[src/rtl/rf_pkg.sv]
// rf_pkg: shared register-file constants and dump controller state encoding
package rf_pkg;

    localparam int RF_DATA_WIDTH = 32;
    localparam int RF_ADDR_WIDTH = 5;
    localparam int RF_DEPTH      = 32;

    typedef enum logic [2:0] {
        IDLE,
        ISSUE,
        EMIT_S,
        EMIT_T,
        DONE
    } rf_dump_state_t;

endpackage

[src/rtl/rf_dump_if.sv]
// rf_dump_if: register-file read port plus valid/ready dump stream
//   master (dump controller): drives read_enabled/read_addr_s/read_addr_t and the out_* stream, takes outA/outB/out_ready
//   slave  (file + sink side): the mirror image
interface rf_dump_if #(
    parameter int DW = 32,
    parameter int AW = 5
);

    logic          read_enabled;
    logic [AW-1:0] read_addr_s;
    logic [AW-1:0] read_addr_t;
    logic [DW-1:0] outA;
    logic [DW-1:0] outB;
    logic          out_valid;
    logic          out_ready;
    logic [AW-1:0] out_addr;
    logic [DW-1:0] out_data;
    logic          out_last;

    modport master (
        output read_enabled, read_addr_s, read_addr_t, out_valid, out_addr, out_data, out_last,
        input  outA, outB, out_ready
    );

    modport slave (
        input  read_enabled, read_addr_s, read_addr_t, out_valid, out_addr, out_data, out_last,
        output outA, outB, out_ready
    );

endinterface

[src/rtl/rf_dump_buf.sv]
// rf_dump_buf: two-entry capture buffer for an even/odd register pair plus output mux
//   clock, reset : clock and asynchronous active-high reset
//   capture      : load s_in/t_in into the buffers
//   en, sel_t    : drive data with buf_t (sel_t=1) or buf_s; zero when en=0
//   data         : selected word
module rf_dump_buf #(
    parameter int DATA_WIDTH = 32
) (
    input  logic                  clock,
    input  logic                  reset,
    input  logic                  capture,
    input  logic                  en,
    input  logic                  sel_t,
    input  logic [DATA_WIDTH-1:0] s_in,
    input  logic [DATA_WIDTH-1:0] t_in,
    output logic [DATA_WIDTH-1:0] data
);

    logic [DATA_WIDTH-1:0] buf_s, buf_t;

    always_ff @(posedge clock or posedge reset) begin
        if (reset) begin
            buf_s <= '0;
            buf_t <= '0;
        end else if (capture) begin
            buf_s <= s_in;
            buf_t <= t_in;
        end
    end

    assign data = en ? (sel_t ? buf_t : buf_s) : '0;

endmodule

[src/rtl/rf_dump_ctrl.sv]
// rf_dump_ctrl: sweeps the 32-entry register file pairwise and streams {address, data}
//   clock, reset : clock and asynchronous active-high reset
//   start        : dump request, sampled only in IDLE
//   busy, finish : high outside IDLE / one-cycle pulse after the last word is accepted
//   bus          : register-file read port and out_* valid/ready stream (master side)
module rf_dump_ctrl
    import rf_pkg::*;
#(
    parameter int DATA_WIDTH   = RF_DATA_WIDTH,
    parameter int ADDR_WIDTH   = RF_ADDR_WIDTH,
    parameter int READ_LATENCY = 1
) (
    input  logic      clock,
    input  logic      reset,
    input  logic      start,
    output logic      busy,
    output logic      finish,
    rf_dump_if.master bus
);

    localparam logic [2:0] ST_IDLE   = IDLE;
    localparam logic [2:0] ST_ISSUE  = ISSUE;
    localparam logic [2:0] ST_EMIT_S = EMIT_S;
    localparam logic [2:0] ST_EMIT_T = EMIT_T;
    localparam logic [2:0] ST_DONE   = DONE;
    localparam int         PW        = ADDR_WIDTH - 1;
    localparam logic [1:0] WC_INIT   = 2'(READ_LATENCY - 1);

    logic [2:0]    state;
    logic [PW-1:0] p;
    logic [1:0]    wc;
    logic          emit, capture;

    assign emit    = state == ST_EMIT_S || state == ST_EMIT_T;
    assign capture = state == ST_ISSUE && wc == 2'd0;

    always_ff @(posedge clock or posedge reset) begin
        if (reset) begin
            state <= ST_IDLE;
            p     <= '0;
            wc    <= '0;
        end else begin
            case (state)
                ST_IDLE: if (start) begin
                    state <= ST_ISSUE;
                    p     <= '0;
                    wc    <= WC_INIT;
                end
                ST_ISSUE: if (capture) state <= ST_EMIT_S; else wc <= wc - 2'd1;
                ST_EMIT_S: if (bus.out_ready) state <= ST_EMIT_T;
                ST_EMIT_T: if (bus.out_ready) begin
                    if (p == '1) state <= ST_DONE;
                    else begin
                        state <= ST_ISSUE;
                        p     <= p + 1'b1;
                        wc    <= WC_INIT;
                    end
                end
                default: state <= ST_IDLE;
            endcase
        end
    end

    // Read addresses follow p, so they keep their last value outside ISSUE.
    always_comb begin
        busy             = state != ST_IDLE;
        finish           = state == ST_DONE;
        bus.read_enabled = state == ST_ISSUE;
        bus.read_addr_s  = {p, 1'b0};
        bus.read_addr_t  = {p, 1'b1};
        bus.out_valid    = emit;
        bus.out_addr     = emit ? {p, state == ST_EMIT_T} : '0;
        bus.out_last     = state == ST_EMIT_T && p == '1;
    end

    rf_dump_buf #(.DATA_WIDTH(DATA_WIDTH)) u_buf (
        .clock   (clock),
        .reset   (reset),
        .capture (capture),
        .en      (emit),
        .sel_t   (state == ST_EMIT_T),
        .s_in    (bus.outA),
        .t_in    (bus.outB),
        .data    (bus.out_data)
    );

endmodule

[src/flat_wrapper.sv]
// flat-port wrapper written by rule: the top's interface ports become plain ports
module rf_dump_ctrl_flat import rf_pkg::*;
#(
    parameter int DATA_WIDTH   = RF_DATA_WIDTH,
    parameter int ADDR_WIDTH   = RF_ADDR_WIDTH,
    parameter int READ_LATENCY = 1
)
  (clock, reset, start, busy, finish, bus_read_enabled, bus_read_addr_s, bus_read_addr_t, bus_out_valid, bus_out_addr, bus_out_data, bus_out_last, bus_outA, bus_outB, bus_out_ready);
  rf_dump_if #(.DW(RF_DATA_WIDTH), .AW(RF_ADDR_WIDTH)) bus_i ();
  input  logic clock;
  input  logic reset;
  input  logic start;
  output logic busy;
  output logic finish;
  output wire logic [$bits(bus_i.read_enabled)-1:0] bus_read_enabled;
  output wire logic [$bits(bus_i.read_addr_s)-1:0] bus_read_addr_s;
  output wire logic [$bits(bus_i.read_addr_t)-1:0] bus_read_addr_t;
  output wire logic [$bits(bus_i.out_valid)-1:0] bus_out_valid;
  output wire logic [$bits(bus_i.out_addr)-1:0] bus_out_addr;
  output wire logic [$bits(bus_i.out_data)-1:0] bus_out_data;
  output wire logic [$bits(bus_i.out_last)-1:0] bus_out_last;
  input wire logic [$bits(bus_i.outA)-1:0] bus_outA;
  input wire logic [$bits(bus_i.outB)-1:0] bus_outB;
  input wire logic [$bits(bus_i.out_ready)-1:0] bus_out_ready;
  assign bus_read_enabled = bus_i.read_enabled;
  assign bus_read_addr_s = bus_i.read_addr_s;
  assign bus_read_addr_t = bus_i.read_addr_t;
  assign bus_out_valid = bus_i.out_valid;
  assign bus_out_addr = bus_i.out_addr;
  assign bus_out_data = bus_i.out_data;
  assign bus_out_last = bus_i.out_last;
  assign bus_i.outA = bus_outA;
  assign bus_i.outB = bus_outB;
  assign bus_i.out_ready = bus_out_ready;
  rf_dump_ctrl #(.DATA_WIDTH(DATA_WIDTH), .ADDR_WIDTH(ADDR_WIDTH), .READ_LATENCY(READ_LATENCY)) u_core (.clock(clock), .reset(reset), .start(start), .busy(busy), .finish(finish), .bus(bus_i));
endmodule
[config.mk]
export PLATFORM = sky130hd
export DESIGN_NAME = rf_dump_ctrl_flat
export DESIGN_NICKNAME = d
export VERILOG_FILES = /design/src/rtl/rf_pkg.sv /design/src/rtl/rf_dump_if.sv /design/src/rtl/rf_dump_buf.sv /design/src/rtl/rf_dump_ctrl.sv /design/src/flat_wrapper.sv
export SDC_FILE = /design/constraint.sdc
export NUM_CORES = 1
export LEC_CHECK = 0
export CORE_ASPECT_RATIO = 0.6
export CORE_MARGIN = 1
export CORE_UTILIZATION = 52
export CTS_BUF_LIST = sky130_fd_sc_hd__clkbuf_4
export CTS_CLUSTER_SIZE = 25
export DETAILED_ROUTE_END_ITERATION = 10
export GPL_ROUTABILITY_DRIVEN = 0
export PLACE_DENSITY = 0.91
export SLEW_MARGIN = 15
export SYNTH_ARGS = -nofsm -noshare
export SYNTH_HDL_FRONTEND = slang
export SYNTH_HIERARCHICAL = 1
export SYNTH_SLANG_ARGS = --single-unit
[constraint.sdc]
create_clock -name clock -period 3.8 [get_ports clock]
set_clock_uncertainty 0.15 [all_clocks]
set_input_delay 1.14 -clock clock [delete_from_list [all_inputs] [get_ports clock]]
set_output_delay 1.14 -clock clock [all_outputs]
set_load 0.005 [all_outputs]
# [Word-level counts from Yosys, hierarchy flattened]
# Cells that the tools add are included.
[word_totals] ff_bits=73 ram_bits=0 memories=0 latch_bits=0 romBits=0 wordCells=47 in_bits=68
[classes] n_div=0 reduce_logical=11 addsub=2 n_eq_ne=11 shifts=0 n_mux=18 order_cmp=0 n_mul=0 bitwise_logic=0
[ops] cell="$mux W32" count=2
[ops] cell="$mux W3" count=5
[ops] cell="$mux W4" count=3
[ops] cell="$pmux W3 S4" count=1
[ops] cell="$ne A2 B2 Y1 const B" count=5
[ops] cell="$mux W2" count=4
[ops] cell="$pmux W4 S2" count=1
[ops] cell="$reduce_and A4 Y1" count=2
[ops] cell="$eq A3 B2 Y1 const B" count=2
[ops] cell="$pmux W2 S3" count=1
[ops] cell="$reduce_bool A3 Y1" count=2
[ops] cell="$mux W5" count=1
[ops] cell="$reduce_and A5 Y1" count=1
[ops] cell="$add A4 B1 Y4 const B" count=1
[ops] cell="$eq A4 B4 Y1 const B" count=1
[ops] cell="$eq A3 B1 Y1 const B" count=1
[ops] cell="$eq A3 B3 Y1 const B" count=1
[ops] cell="$logic_not A3 Y1" count=1
[ops] cell="$logic_and A1 B1 Y1" count=2
[ops] cell="$logic_not A2 Y1" count=1
[ops] cell="$ne A2 B1 Y1 const B" count=1
[ops] cell="$reduce_bool A2 Y1" count=1
[ops] cell="$sub A2 B1 Y2 const B" count=1
[ops] cell="$logic_or A1 B1 Y1" count=1

# [Logic depth before layout (Yosys ltp)]
# Gate-level depths: netlist (run 1).
[logic_depth] depth_word=4 depth_mapped=7 depth_no_buf=5

# [By module]
# Netlist (run 1), hierarchy kept.
[modules_own_cells] mod="rf_dump_buf" cells_per_inst=207 instances=1 area_per_inst_um2=3255.6
[modules_own_cells] mod="rf_dump_ctrl" cells_per_inst=73 instances=1 area_per_inst_um2=663.1

# [Worst setup path before layout (run 1)]
# OpenSTA, ideal clock, no wires.
[synth_path] path_kind="register -> output" startpoint="register u_core.state[2]" endpoint="output bus_out_data[10]" path_buffers=3 arrival_ns=1.368 path_stages_with_launch=8 slack_ns=1.142 cell_sequence="dfrtp_1 buf_6 nand3b_1 inv_1 buf_4 buf_6 mux2i_1 nor2b_1"
[synth_via] elab_chain_len=3
[synth_rtl] item="start: declaration" line="rf_dump_ctrl.sv:29" text="logic [2:0] state;"
[synth_rtl] item="start signal: assignment" line="rf_dump_ctrl.sv:39" text="state <= ST_IDLE;"
[synth_rtl] item="start signal: assignment" line="rf_dump_ctrl.sv:45" text="state <= ST_ISSUE;"
[synth_rtl] item="start signal: assignment" line="rf_dump_ctrl.sv:49" text="ST_ISSUE: if (capture) state <= ST_EMIT_S; else wc <= wc - 2'd1;"
[synth_rtl] item="$eq A3 B2 Y1, on equally long branches" line="rf_dump_ctrl.sv:34, rf_dump_ctrl.sv:81"
[synth_rtl] item="$mux W32 / $logic_or A1 B1 Y1 (equally long branches)" line="rf_dump_buf.sv:31, rf_dump_ctrl.sv:34"
[synth_rtl] item="$mux W32 (*)" line="rf_dump_buf.sv:31" text="assign data = en ? (sel_t ? buf_t : buf_s) : '0;"
[synth_rtl] item="end: declaration" line="flat_wrapper.sv:20" text="output wire logic [$bits(bus_i.out_data)-1:0] bus_out_data;"
# Every way passes the cells marked *; elsewhere a longest branch is shown, timed or not.

# [Worst setup path after layout (run 1)]
[layout_path] startpoint="register u_core.state[2]" endpoint="output bus_out_data[30]"
# Same word-level chain as after synthesis.

==> results of run 1 <==
## state kept, by name (all words and copies together), names as in the netlist
signal / count
u_core/p: 4
u_core/state: 3
u_core/u_buf/buf_s: 32
u_core/u_buf/buf_t: 32
u_core/wc: 2
## kinds of logic (layout without fill, tap and decap cells)
family,after synthesis,after routing,synth area share
other cells,2,2,0.00192
simple gates,60,60,0.0990
compound gates,16,16,0.0284
mux,97,97,0.326
buf+inv,30,147,0.0722
fa+ha+maj,2,2,0.00638
flops,73,73,0.466
## timing repair
item / CTS / global route
hold endpoints to repair: 0 / 0
resized for setup: 1 / 4
pin swaps: 0 / 0
setup buffers: 1 / 0
setup endpoints to repair: 26 / 28
gates cloned: 0 / 1
hold buffers: 0 / 0
## layer usage
layer / share of wire / up-vias / wire, µm
met5: 0 / - / 0
met4: 0.0049 / 0 / 44
met3: 0.066 / 6 / 593
met2: 0.46 / 101 / 4140
met1: 0.47 / 1294 / 4210
li1: - / 1192 / -
## layout by cell type (no fill, tap or decap), types with 3 or more instances in the layout
cell type / n
and2_1: 4
buf_4: 5
clkbuf_4: 9
clkdlybuf4s50_1: 117
dfrtp_1: 71
inv_1: 5
mux2_2: 4
mux2_4: 60
mux2i_1: 32
nand2_1: 3
nor2_1: 4
nor2b_1: 33
o22ai_1: 4
## worst register-to-register path, stage by stage (launching register included)
cell and delay, ns:
dfrtp_1 0.40, buf_4 0.19, nor3b_1 0.35, and2_4 0.54, buf_4 0.40, mux2_4 0.34
## stage by stage
step	total power (W)	util	hold slack, ns	instances	setup WS, ns
after global routing	0.00464	0.720	0.386	501	0.00524
final	0.00438	0.720	0.372	501	0.128
after CTS	0.00435	0.715	0.374	500	0.00602
after floorplan	0.00311	-	0.330	280	0.912
after detailed placement	0.00379	0.693	0.342	484	0.376
after global placement	0.00369	0.693	0.340	484	0.456
## path summary, 6_finish.rpt
path | from | end | slack (ns) | cells after the start
setup reg to reg | u_core/state[1]$_DFFE_PP0P_ | u_core/u_buf/buf_s[3]$_DFFE_PP0P_ | 1.34 | 5
min in group asynchronous | reset | u_core/p[1]$_DFFE_PP0P_ | 0.91 | 2
max in group asynchronous | reset | u_core/u_buf/buf_t[14]$_DFFE_PP0P_ | 1.86 | 3
setup / recovery | u_core/state[2]$_DFFE_PP0P_ | bus_out_data[30] | 0.13 | 6
hold reg to reg | u_core/u_buf/buf_s[26]$_DFFE_PP0P_ | u_core/u_buf/buf_s[26]$_DFFE_PP0P_ | 0.37 | 1
hold / removal | u_core/u_buf/buf_s[26]$_DFFE_PP0P_ | u_core/u_buf/buf_s[26]$_DFFE_PP0P_ | 0.37 | 1
## power by group through the flow
stage          Clock [W]  Sequential (W)  Combinational (W)
4_1_cts         0.000539         0.00142            0.00239
6_report        0.000526         0.00143            0.00243
3_5_place_dp           0         0.00143            0.00236
2_1_floorplan          0         0.00135            0.00177
5_1_grt         0.000575         0.00147            0.00259
3_3_place_gp           0         0.00140            0.00229
## final cells by class
class                      instances  share of cell area
clock buffer                       9              0.0129
clock inverter                     6              0.0160
multi-input combinational        177               0.346
sequential                        73               0.350
inverter                           7             0.00550
timing repair buffer             125               0.245
tap                              104              0.0249
==> results.txt, run 1 <==
The met2 routing resource usage after global routing is 0.354, and the ratio of total power to cell area is 838 mW/mm². Top cell type by total area after synthesis: dfrtp_1. Portion of the post-synthesis area used by sequential elements: 0.466. The layout overhead on the synthesized area works out to 33.6%. Setup repair after global routing left no endpoint under its margin. After floorplanning, the core was sized to cover 0.00727 mm². The row count was 24; the switching component of the power was 0.00141 W. The run gives 0 as the number of nets with antenna violations after routing.

In the synthesized netlist, the number of instances is 280. For the pin with the worst max-slew slack, the measured transition is 0.710 ns. The met3 usage came out at 0.0717.

The first global-routing pass estimated 14000 µm of wire. The number of flops mapped to enable cells by yosys came out at 0. Count of endpoints failing hold in the final timing report: 0.

The multi-input combinational cells in the finished layout cover a total of 0.00181 mm². Synthesis inferred 73 register bits. The die covers 0.00790 mm². The count of TritonRoute iterations in the first routing pass came out at 4. Met1 track demand over resource: 0.334. Among cell families on the critical path, the largest total delay comes from buffers and inverters.

Derived from the worst setup path, the maximum achievable clock frequency is 272 MHz. CTS placed an instance of clkbuf_4 at the clock tree root. The logs give 0.234 for the total global routing track utilization and 0.526 for the tightest slew margin relative to the limit.

The most utilized layer in the global route result was met2. Data required time at the worst endpoint: 2.51 ns. The number of buffer and inverter instances along the worst setup path is 3, and the x dimension of the die is 114 µm. In this run the deepest clock path goes through 2 buffers. The H-tree was split into 3 levels.

STA puts the critical path data arrival time at 2.38 ns. Leading register cell type out of synthesis: dfrtp_1. The die extent in y came out at 69.2 µm. The worst setup path is captured at an output pin. Synthesis instantiated 40 different standard cells from the library. The initial antenna violation count was 0. After clock tree synthesis, the clock-pin slew on the worst setup and hold paths is 0.11 ns. After the last flow step, the layout net total stands at 463. Summed over all layers, the routed wires come to 8990 µm. The number of clock buffers added by TritonCTS is 9.

The logs give 2645 for the number of global-route vias before repair and 6 for the yosys synthesis warning count. Detailed placement finished with a half-perimeter wire length of 6110 µm. Entering global routing, the biggest net connects 39 pins. The tools report the number of setup violations in the final report as 0. The proportion of netlist area held by the largest area contributor came out at 0.466.

The slowest stage of the critical path belongs to the cell clkdlybuf4s50_1. Total of buffers placed on input and output ports: 117. Yosys attributes the largest share of cell area to dfrtp_1, mux2_4, mux2i_1, nor2b_1, buf_12. The internal power contribution was 0.00297 W. For the top-level I/O count, the log shows 120. Fill cells in the final layout number 526. The initial cell density of the core came out at 0.539. The detailed router placed 2593 vias in this run.

The logs give 0.325 for the sequential cell fraction of total power and 0 for the number of antenna repair diodes. The tools report the netlist area before placement as 0.00392 mm². The clock network fraction of design power is 0.120, and the peak supply drop is 0.404 mV. The flow ran to the end, and the final reports show no timing, DRC or antenna violations. Summed over all failing endpoints, the final setup total negative slack is 0 ns. The clock drives 73 sinks. The critical path is of the reg -> out type. The worst path needs 3.67 ns of the cycle, external delays included. The fraction of layout cells with a size suffix above 1 is 0.242, and the detail-routed via count per cell is 5.18.

The switching share of power works out to 0.322. The tools report the area of all placed cells without fillers as 0.00523 mm². The final cycle utilization of the critical path was 0.966. Walking the worst path, the cells encountered are nand3b_1, inv_4, buf_16, mux2i_1, nor2b_1, clkdlybuf4s50_1. The placement-stage cell area came out at 0.00504 mm². Net count of the mapped netlist: 350. The startpoint class of the critical path is a flip-flop.

At the later pin of the worst-skew pair, clock insertion delay measures 0.40 ns. TritonCTS built the clock tree. Number of remaining DRC errors: 0. The first routing iteration left 153 violations.

For this design the static power due to leakage is 2.25 nW. Among all cell types in the netlist, the one instantiated most often is dfrtp_1. After synthesis, the most frequently instantiated cells are dfrtp_1, mux2_4, nor2b_1.

The tools report the total area of sequential cells as 0.00183 mm². The worst hold path class is reg -> reg. For this run the aggregate overflow at the end of global routing stands at 0.

In this run the worst path has a maximum fanout of 14. The final max-slew violation count is 0. The fraction of registers with async set or reset after synthesis was 1.00; the max-capacitance violation count was 0. The mean instance size in the synthesized netlist is 14.0 µm².

The detailed-route wire length per cell is 17.9 µm. The delay of the slowest cell on the worst path is 0.54 ns, and the power share of the combinational group is 0.555.
No activity file was read; power rests on OpenSTA's default activity.
==> run 2, diff against run 1 <==
==> constraint.sdc (replaced) <==
create_clock -name clock -period 3.8 [get_ports clock]
set_clock_uncertainty 0.15 [all_clocks]
set_input_delay 0.38 -clock clock [delete_from_list [all_inputs] [get_ports clock]]
set_output_delay 0.38 -clock clock [all_outputs]
set_load 0.005 [all_outputs]
==> results.txt, run 2 (synthesized netlist as in run 1, its figures left out) <==
The run finished with clean final reports. The run gives 0.549 (-0.006) as the power share of the combinational group. The tools report the DRC violation total after the first TritonRoute iteration as 138 (-9.8%). The tightest slew margin relative to the limit was 0.332 (-0.194). The critical path in this run is classified as reg -> out. The x dimension of the die came out at 114 µm (unchanged). The buffer count from post-CTS setup fixing was 0 (-1); the top-level I/O count was 120 (unchanged). The logs give 0 (unchanged) for the number of nets with antenna violations after routing and 5960 µm (-2.5%) for the detailed placement HPWL. The switching share of power came out at 0.325 (+0.00272). The worst-case clock buffer depth is 2 (unchanged). The most common cell after layout, fill and taps aside was clkdlybuf4s50_1.

The ratio of total power to cell area was 821 mW/mm² (-2.0%). Setup repair after global routing left no endpoint under its margin. The pin count of the biggest net entering global routing was 49 (+26%); the post-layout minimum cycle time was 3.24 ns (-0.433 ns).

The total global routing track utilization came out at 0.225 (-0.00987). The worst slack on hold paths came out at 0.132 ns (-0.240 ns). The peak supply drop came out at 0.378 mV (-6.4%). The maximum fanout encountered on the critical timing path works out to 16 (+2).

In this run the worst hold path is classified as in -> async. The total of hold buffers inserted after clock tree synthesis was 0 (unchanged). The logs give 2670 (+0.95%) for the number of global-route vias before repair and 0.00137 W (-2.9%) for the switching component of the power. Data required time at the worst endpoint: 3.27 ns (+0.76 ns). Count of fill cells added during filler insertion: 544 (+3.4%). The run gives 460 (-0.65%) as the layout net count.

The arrival time at the worst endpoint came out at 2.71 ns (+0.33 ns). The logs give 0 (unchanged) for the number of setup violations in the final report and 0 (unchanged) for the count of endpoints failing hold in the final timing report. TritonCTS built the clock tree. Die extent in y: 69.2 µm (unchanged). The worst reg-to-reg setup slack is 1.34 ns (about the same), and the clock network fraction of design power is 0.110 (-0.010). The total of buffers placed on input and output ports works out to 117 (unchanged). The clock slew seen by the registers of the worst setup and hold paths came out at 0.12 ns (about the same). The total wire length was 8500 µm (-5.4%); the initial antenna violation count was 0 (unchanged).

The run gives 24 (unchanged) as the row count. The tools report the count of TritonRoute iterations in the first routing pass as 4 (unchanged). The tools report the total area of sequential cells as 0.00183 mm² (-0.14%). The latest clock arrival within the worst-skew pair came out at 0.40 ns (about the same). The summed negative setup slack over all endpoints is 0 ns (unchanged). The top cell types in the final layout, fill and taps aside, are clkdlybuf4s50_1, dfrtp_1, mux2_4, nor2b_1, mux2i_1.

The tools report the total overflow reported by the global router as 0 (unchanged). The fraction of layout cells with a size suffix above 1 was 0.228 (-0.0134); the achievable clock frequency was 309 MHz (+13%). STA classifies the critical path startpoint as a flip-flop.

Die footprint: 0.00790 mm² (unchanged). The number of clock sinks came out at 73 (unchanged). The sequential cell fraction of total power came out at 0.341 (+0.016).

The final max-slew violation count was 0 (unchanged); the layout overhead on the synthesized area was 31.2%. The internal power contribution is 0.00285 W (-4.1%). The leakage power was 2.22 nW (-1.6%). The transition time at the pin with the least slew margin was 1.00 ns (+0.290 ns).

The TritonCTS buffer count was 9 (unchanged); the detailed-route wire length per cell was 17.1 µm (-4.9%). The post-cts repair resize count is 0 (-1), and the H-tree level count is 3 (unchanged). For the max-capacitance violation count, the log shows 0 (unchanged).

The endpoint kind of the worst setup timing path was an output pin. For the total via count in the routed design, the log shows 2543 (-1.9%). The final cycle utilization of the critical path was 0.852 (-0.114); the number of remaining DRC errors was 0 (unchanged). The tools report the core area as 0.00727 mm² (unchanged).

The tree is rooted in a clkbuf_4. For the area of the multi-input gates, the log shows 0.00181 mm² (about the same). The largest registers in the layout are u_core/u_buf/buf_s: 32 flops, u_core/u_buf/buf_t: 32 flops, u_core/p: 4 flops. The number of antenna repair diodes was 0 (unchanged).

For the initial cell density of the core, the log shows 0.539 (unchanged). The global-route wire length before repair was 13500 µm (-3.0%); the detail-routed via count per cell was 5.11 (-1.3%).
==> run 2: cell count changes in the layout (fill, tap and decap cells not counted), sizes merged <==
cell,before,now
buf,7,5
bufinv,2,1
clkbuf,10,9
clkinv,2,3
clkinvlp,2,1
inv,7,8
==> run 2: layout make-up <==
cell class | count | share of cell area
Inverter | 7 | 0.00511
Clock buffer | 9 | 0.0131
Clock inverter | 6 | 0.0114
Sequential cell | 73 | 0.355
Tap cell | 104 | 0.0253
Timing Repair Buffer | 122 | 0.237
Multi-Input combinational cell | 177 | 0.352
==> run 2: per-stage QoR <==
stage	std cells	setup slack [ns]	utilization	power (W)	area (µm²)
6_report	498	0.561	0.708	0.00422	5140
2_1_floorplan	280	1.67	-	0.00311	3920
5_1_grt	498	0.360	0.708	0.00447	5140
3_3_place_gp	483	1.13	0.690	0.00368	5020
4_1_cts	498	0.550	0.708	0.00425	5140
3_5_place_dp	483	1.04	0.690	0.00376	5020
==> run 2: path summary, 6_finish.rpt <==
| path | from | to | cells after the start |
|---|---|---|---|
| min in group clock | u_core/u_buf/buf_t[30]$_DFFE_PP0P_ | u_core/u_buf/buf_t[30]$_DFFE_PP0P_ | 1 |
| max reg2reg | u_core/state[0]$_DFFE_PP0P_ | u_core/u_buf/buf_t[25]$_DFFE_PP0P_ | 4 |
| max | u_core/state[1]$_DFFE_PP0P_ | bus_out_data[25] | 6 |
| max in group asynchronous | reset | u_core/u_buf/buf_s[31]$_DFFE_PP0P_ | 3 |
| min reg2reg | u_core/u_buf/buf_t[30]$_DFFE_PP0P_ | u_core/u_buf/buf_t[30]$_DFFE_PP0P_ | 1 |
| min | reset | u_core/state[1]$_DFFE_PP0P_ | 2 |
==> run 2: per-layer routing <==
metal,vias up,track usage,share of wire
met5,-,0,0
li1,1192,-,-
met1,1258,0.306,0.46
met3,2,0.0743,0.069
met2,91,0.352,0.47
met4,0,0.0447,0.0022
==> run 2: worst max-delay path, cell delays in order, from the launching register on <==
cell and delay (ns):
dfrtp_1 0.63, nand3b_1 0.26, inv_2 0.26, buf_4 0.32, mux2i_1 0.13, nor2b_1 0.17
clkdlybuf4s50_1 0.53
==> run 2: power groups by stage <==
stage | combinational [W] | sequential, W | clock, W
after global placement | 0.00224 | 0.00143 | 0
after global routing | 0.00248 | 0.00148 | 0.000516
final | 0.00232 | 0.00144 | 0.000464
after floorplan | 0.00177 | 0.00135 | 0
after CTS | 0.00233 | 0.00144 | 0.000483
after detailed placement | 0.00232 | 0.00144 | 0
